===== config.mk =====
export PLATFORM = sky130hd
export DESIGN_NAME = fetch_unit
export DESIGN_NICKNAME = d
export VERILOG_FILES = /design/src/rtl/fetch_pkg.sv /design/src/rtl/inst_queue.sv /design/src/rtl/fetch_unit.sv
export SDC_FILE = /design/constraint.sdc
export NUM_CORES = 1
export LEC_CHECK = 0
export CAP_MARGIN = 25
export CORE_AREA = 5 5 155 157
export DETAILED_ROUTE_END_ITERATION = 6
export DIE_AREA = 0 0 160 162
export GPL_TIMING_DRIVEN = 1
export PLACE_DENSITY = 0.78
export RECOVER_POWER = 50
export SLEW_MARGIN = 20
export SYNTH_ARGS = -nofsm -noshare
export SYNTH_HDL_FRONTEND = slang
export SYNTH_HIERARCHICAL = 1
export SYNTH_SLANG_ARGS = --single-unit

===== constraint.sdc =====
create_clock -name clk -period 4.57 [get_ports clk]
set_input_delay 1.1425 -clock clk [delete_from_list [all_inputs] [get_ports clk]]
set_output_delay 1.1425 -clock clk [all_outputs]
set_load 0.005 [all_outputs]

===== src/rtl/fetch_pkg.sv =====
// Shared types and constants for the instruction fetch unit and its queue.
package fetch_pkg;

  typedef enum logic [1:0] {
    ST_IDLE  = 2'd0,
    ST_FETCH = 2'd1,
    ST_HALT  = 2'd2
  } fetch_state_e;

  localparam logic [31:0] HALT_WORD        = 32'hFFFF_FFFF;
  localparam logic [31:0] RESET_PC_DEFAULT = 32'd0;

  function automatic logic is_halt_word(input logic [31:0] word);
    return (word == HALT_WORD);
  endfunction

endpackage


===== src/rtl/inst_queue.sv =====
// Synchronous FIFO of {pc, data} entries; flush clears occupancy, storage is never reset.
module inst_queue #(
  parameter int unsigned DEPTH = 4,
  localparam int unsigned AW = $clog2(DEPTH)
) (
  input  logic          clk,
  input  logic          rst,
  input  logic          flush_i,
  input  logic          push_i,
  input  logic          pop_i,
  input  logic [63:0]   wdata_i,
  output logic [63:0]   rdata_o,
  output logic [AW:0]   count_o
);

  localparam logic [AW-1:0] PTR_ONE = AW'(1);
  localparam logic [AW:0]   CNT_ONE = (AW + 1)'(1);

  logic [63:0]   mem_q [DEPTH];
  logic [AW-1:0] wptr_q, wptr_d;
  logic [AW-1:0] rptr_q, rptr_d;
  logic [AW:0]   count_q, count_d;

  // Pointer and occupancy next-state; flush overrides any push or pop.
  always_comb begin
    wptr_d  = wptr_q;
    rptr_d  = rptr_q;
    count_d = count_q;
    if (flush_i) begin
      wptr_d  = '0;
      rptr_d  = '0;
      count_d = '0;
    end else begin
      if (push_i) begin
        wptr_d = wptr_q + PTR_ONE;
      end else begin
        wptr_d = wptr_q;
      end
      if (pop_i) begin
        rptr_d = rptr_q + PTR_ONE;
      end else begin
        rptr_d = rptr_q;
      end
      case ({push_i, pop_i})
        2'b10:   count_d = count_q + CNT_ONE;
        2'b01:   count_d = count_q - CNT_ONE;
        default: count_d = count_q;
      endcase
    end
  end

  // Control state register.
  always_ff @(posedge clk) begin
    if (rst) begin
      wptr_q  <= '0;
      rptr_q  <= '0;
      count_q <= '0;
    end else begin
      wptr_q  <= wptr_d;
      rptr_q  <= rptr_d;
      count_q <= count_d;
    end
  end

  // Entry storage write.
  always_ff @(posedge clk) begin
    if (push_i && !flush_i) begin
      mem_q[wptr_q] <= wdata_i;
    end
  end

  assign rdata_o = mem_q[rptr_q];
  assign count_o = count_q;

endmodule


===== src/rtl/fetch_unit.sv =====
// Sequential word-addressed instruction fetch with redirect, halt detection and a decode queue.
module fetch_unit
  import fetch_pkg::*;
#(
  parameter logic [31:0] RESET_PC = RESET_PC_DEFAULT,
  parameter int unsigned QDEPTH   = 4
) (
  input  logic        clk,
  input  logic        rst,
  input  logic        en,
  input  logic        redirect_valid,
  input  logic [31:0] redirect_pc,
  output logic [31:0] mem_raddr,
  input  logic [31:0] mem_rdata,
  output logic        inst_valid,
  output logic [31:0] inst_data,
  output logic [31:0] inst_pc,
  input  logic        inst_ready,
  output logic        halted
);

  localparam int unsigned CW = $clog2(QDEPTH) + 1;
  localparam logic [CW-1:0] QDEPTH_C = CW'(QDEPTH);

  fetch_state_e  state_q, state_d;
  logic [31:0]   fetch_pc_q, fetch_pc_d;
  logic          halted_q, halted_d;
  logic          issue_s;
  logic          pop_s;
  logic [CW-1:0] q_count_s;
  logic [63:0]   q_head_s;
  logic          inst_valid_s;

  assign inst_valid_s = (q_count_s != '0);

  // State register plus the registers that follow it.
  always_ff @(posedge clk) begin
    if (rst) begin
      state_q    <= ST_IDLE;
      fetch_pc_q <= RESET_PC;
      halted_q   <= 1'b0;
    end else begin
      state_q    <= state_d;
      fetch_pc_q <= fetch_pc_d;
      halted_q   <= halted_d;
    end
  end

  // Next-state logic; a redirect re-enters IDLE/FETCH from anywhere, including HALT.
  always_comb begin
    state_d = state_q;
    if (redirect_valid) begin
      state_d = en ? ST_FETCH : ST_IDLE;
    end else begin
      case (state_q)
        ST_IDLE: begin
          if (en) state_d = ST_FETCH;
          else    state_d = ST_IDLE;
        end
        ST_FETCH: begin
          if (!en)                                        state_d = ST_IDLE;
          else if (issue_s && is_halt_word(mem_rdata))    state_d = ST_HALT;
          else                                            state_d = ST_FETCH;
        end
        ST_HALT: state_d = ST_HALT;
        default: state_d = ST_IDLE;
      endcase
    end
  end

  // FSM outputs: a full queue can still accept a fetch when its head leaves this cycle.
  always_comb begin
    pop_s   = 1'b0;
    issue_s = 1'b0;
    pop_s   = inst_valid_s && inst_ready && !redirect_valid;
    if ((state_q == ST_FETCH) && en && !redirect_valid) begin
      issue_s = (q_count_s < QDEPTH_C) || pop_s;
    end else begin
      issue_s = 1'b0;
    end
  end

  // Fetch address and halt flag next values.
  always_comb begin
    fetch_pc_d = fetch_pc_q;
    if (redirect_valid) begin
      fetch_pc_d = redirect_pc;
    end else if (issue_s) begin
      fetch_pc_d = fetch_pc_q + 32'd1;
    end else begin
      fetch_pc_d = fetch_pc_q;
    end
    halted_d = (state_d == ST_HALT);
  end

  inst_queue #(
    .DEPTH (QDEPTH)
  ) u_queue (
    .clk     (clk),
    .rst     (rst),
    .flush_i (redirect_valid),
    .push_i  (issue_s),
    .pop_i   (pop_s),
    .wdata_i ({fetch_pc_q, mem_rdata}),
    .rdata_o (q_head_s),
    .count_o (q_count_s)
  );

  assign mem_raddr  = fetch_pc_q;
  assign inst_valid = inst_valid_s;
  assign inst_pc    = q_head_s[63:32];
  assign inst_data  = q_head_s[31:0];
  assign halted     = halted_q;

endmodule


==> results.toml <==
[global_routing]
grt_max_degree = 65
wire_length_of_the_first_global_routing_pass_microns = 42300
grt_antenna_before_repair = 0
grt.overflow.total = 0
via_count_of_the_first_global_routing_pass = 7131
grt_util_all_layers = 0.207

[worst_setup_path]
reg2reg_slack_ns = 1.85
cell_type_of_the_slowest_stage_on_the_worst_timing_path = "clkbuf_1"
timing.critical_path.to_type = "register"
critPathKind = "in2reg"
critical_path_peak_fanout = 36
worst_ep_required_time_ns = 5.03
critPathArrivalTime_ns = 4.56
critical_path_cell_by_cell = "dlygate4sd3_1 -> clkbuf_1 -> clkinv_1 -> and3_1 -> ha_1 -> inv_1 -> fa_1 -> xor2_1 -> or3_1 -> a21oi_1"
worst_path_largest_cell_delay_ns = 1.28
timing.critical_path.max_delay_family = "buffers and inverters"
path_buf_inv = 4
start_kind = "input port"

[cts]
clock_insertion_delay_worst_skew_ns = 0.53
cts.htree.levels = 1
clk_transition_reported_paths_ns = 0.06
hold_fix_buffers_at_cts = 0
root_buffer = "clkbuf_16"
tritoncts.num_buffers = 29
post-cts-setup-buffers = 0
numClockSinks = 300
post_cts.resized_instances = 0
tritoncts = "yes"
clock_path_buffers = 3

[synthesis]
synth.avg_cell_area_sq_um = 18.0
synth_top_area_share = 0.648
synth.largest_area_cell = "edfxtp_1"
synth_top_flop_cell = "edfxtp_1"
syn-instance-count = 659
mappedNetlistNets = 735
ys_seq_area_frac = 0.722
async_flop_share = 0
yosys_register_bits = 300
synth_edf_count = 256
yosys_warning_total = 6
syn-cell-area_sq_mm = 0.0119
synth.distinct_cells = 55
yosys-top-cells-area = "edfxtp_1 65%, mux4_2 11%, dfxtp_1 7.4%, nand4_1 1.1%, buf_12 1.0%"

[drt]
number_of_search_and_repair_iterations_in_the_first_detailed_routing_pass = 5
finalWirelength_microns = 26800
detail_route.drc_violations = 0
detailroute.via_count = 6944
detail_route.wl_per_cell_microns = 23.5
first_iter_violations = 686
via_per_inst = 6.08
post_drt_antenna_nets = 0

[floorplanning]
floorplan.core_area_sq_mm = 0.0224
die_h_microns = 162
die_w_microns = 160
placement_rows = 55
design.die.area_sq_mm = 0.0259
boundaryPins = 167
floorplan.initialDensity = 0.531

[sta]
slew_violations = 76
worstMarginPinSlew_ns = 1.76
final_cycle_utilization_of_the_critical_path = 0.898
final_hold_viol_count = 0
slew-limit-headroom = -0.175
finClkSkew_ns = 0.0159
fin_tns_setup_ns = 0
rsz0062_at_grt = "false"
finalSetupViolations = 0
holdWs_ns = 0.534
max_clock_freq_mhz = 244
final_period_minus_worst_setup_slack_ns = 4.10

[power]
fin_total_pwr_w = 0.00569
vdd_ir_drop_max_v = 0.000273
pwr_density_cell_mw_per_mm2 = 385
p_leak_nw = 4.67

[outcome]
outcome = "finished with violations"
violations = "capacitance limit, slew limit"

[place]
dp.final_hpwl_microns = 17100
portBuffers = 166
routabilityCongestion = 0.834

[layout]
post_route_cells_drive_above_1_share = 0.153
final_common_cell = "edfxtp_1"
num-nets-final = 911
commonest_non_fill_non_tap_cells_in_the_layout = "256 x edfxtp_1, 113 x clkdlybuf4s50_1, 60 x mux4_2"
n_antenna_cell = 0
area_delta_synth_final_pct = 24.5

[run]
max_cap_check_violation_count = 2

[worst_hold_path]
hold_path.class = "reg2reg"
==> power by group <==
part	internal (W)	total [W]	switching, W
Sequential	0.00299	0.00304	0.0000511
Combinational	0.000113	0.000205	0.0000923
Clock	0.00147	0.00245	0.000977
Total	0.00457	0.00569	0.00112
==> tightest hold or removal path, cell delays in order, from the launching register on <==
cell and delay, ns:
dfxtp_1 0.36, a21oi_1 0.07, nor2_1 0.07
==> cells in the mapped netlist (all sizes together), types with 3 or more instances <==
cell type	n
a21oi	21
a31oi	17
a41oi	3
and2	9
and3	7
and4	3
buf	17
clkbuf	18
dfxtp	44
edfxtp	256
ha	6
inv	13
mux2i	4
mux4	64
nand2	30
nand3	15
nand4	21
nor2	23
nor3	7
nor4	8
o21ai	18
o22ai	5
or3	6
or4	4
xnor2	6
xor2	6
==> metal layers <==
metal / global-route usage / wire length (microns)
met5: 0 / 0
met4: 0.0344 / 278
met3: 0.0363 / 2100
met2: 0.346 / 13400
met1: 0.297 / 11100
==> cell families after synthesis <==
logic type | Yosys count | share of synthesized area
AOI/OAI and AO/OA | 81 | 0.0425
buffers and inverters | 49 | 0.0260
DFF | 300 | 0.722
xor gates and xnor gates | 12 | 0.00885
adders and majority gates | 7 | 0.00801
muxes | 70 | 0.128
and+or+nand+nor | 140 | 0.0648
==> metrics by stage <==
step / cell area (sq um) / util / instances / worst slack (ns)
after floorplan: 11900 / - / 659 / 0.314
after global placement: 13800 / 0.617 / 1089 / 1.10
after detailed placement: 13800 / 0.617 / 1089 / 1.04
after CTS: 14800 / 0.661 / 1142 / 0.561
after global routing: 14800 / 0.661 / 1142 / 0.265
final: 14800 / 0.661 / 1142 / 0.467
==> sequential cells by signal, summed over array words and instances (netlist names), named ones only <==
register,flops
mem_raddr,32
u_queue/mem_q,256
state_q,2
u_queue/wptr_q,2
u_queue/rptr_q,2
u_queue/count_o,3
halted,1
==> area by class of cell <==
class                           count  area [sq um]
Timing Repair Buffer              180          1800
Clock buffer                       38           810
Inverter                           14          52.6
Sequential cell                   300          8580
Fill cell                        1437          7590
Multi-Input combinational cell    310          3000
Clock inverter                     15           179
Tap cell                          285           357
==> worst paths after layout <==
| kind | to | depth (start not counted) | start |
|---|---|---|---|
| setup / recovery | u_queue/count_o[2] | 10 | redirect_valid |
| hold reg to reg | u_queue/count_o[1] | 2 | u_queue/count_o[1] |
| setup reg to reg | mem_raddr[13] | 6 | state_q[1] |
| hold / removal | u_queue/count_o[1] | 2 | u_queue/count_o[1] |
Note: power is estimated with default switching activity, not from simulation.
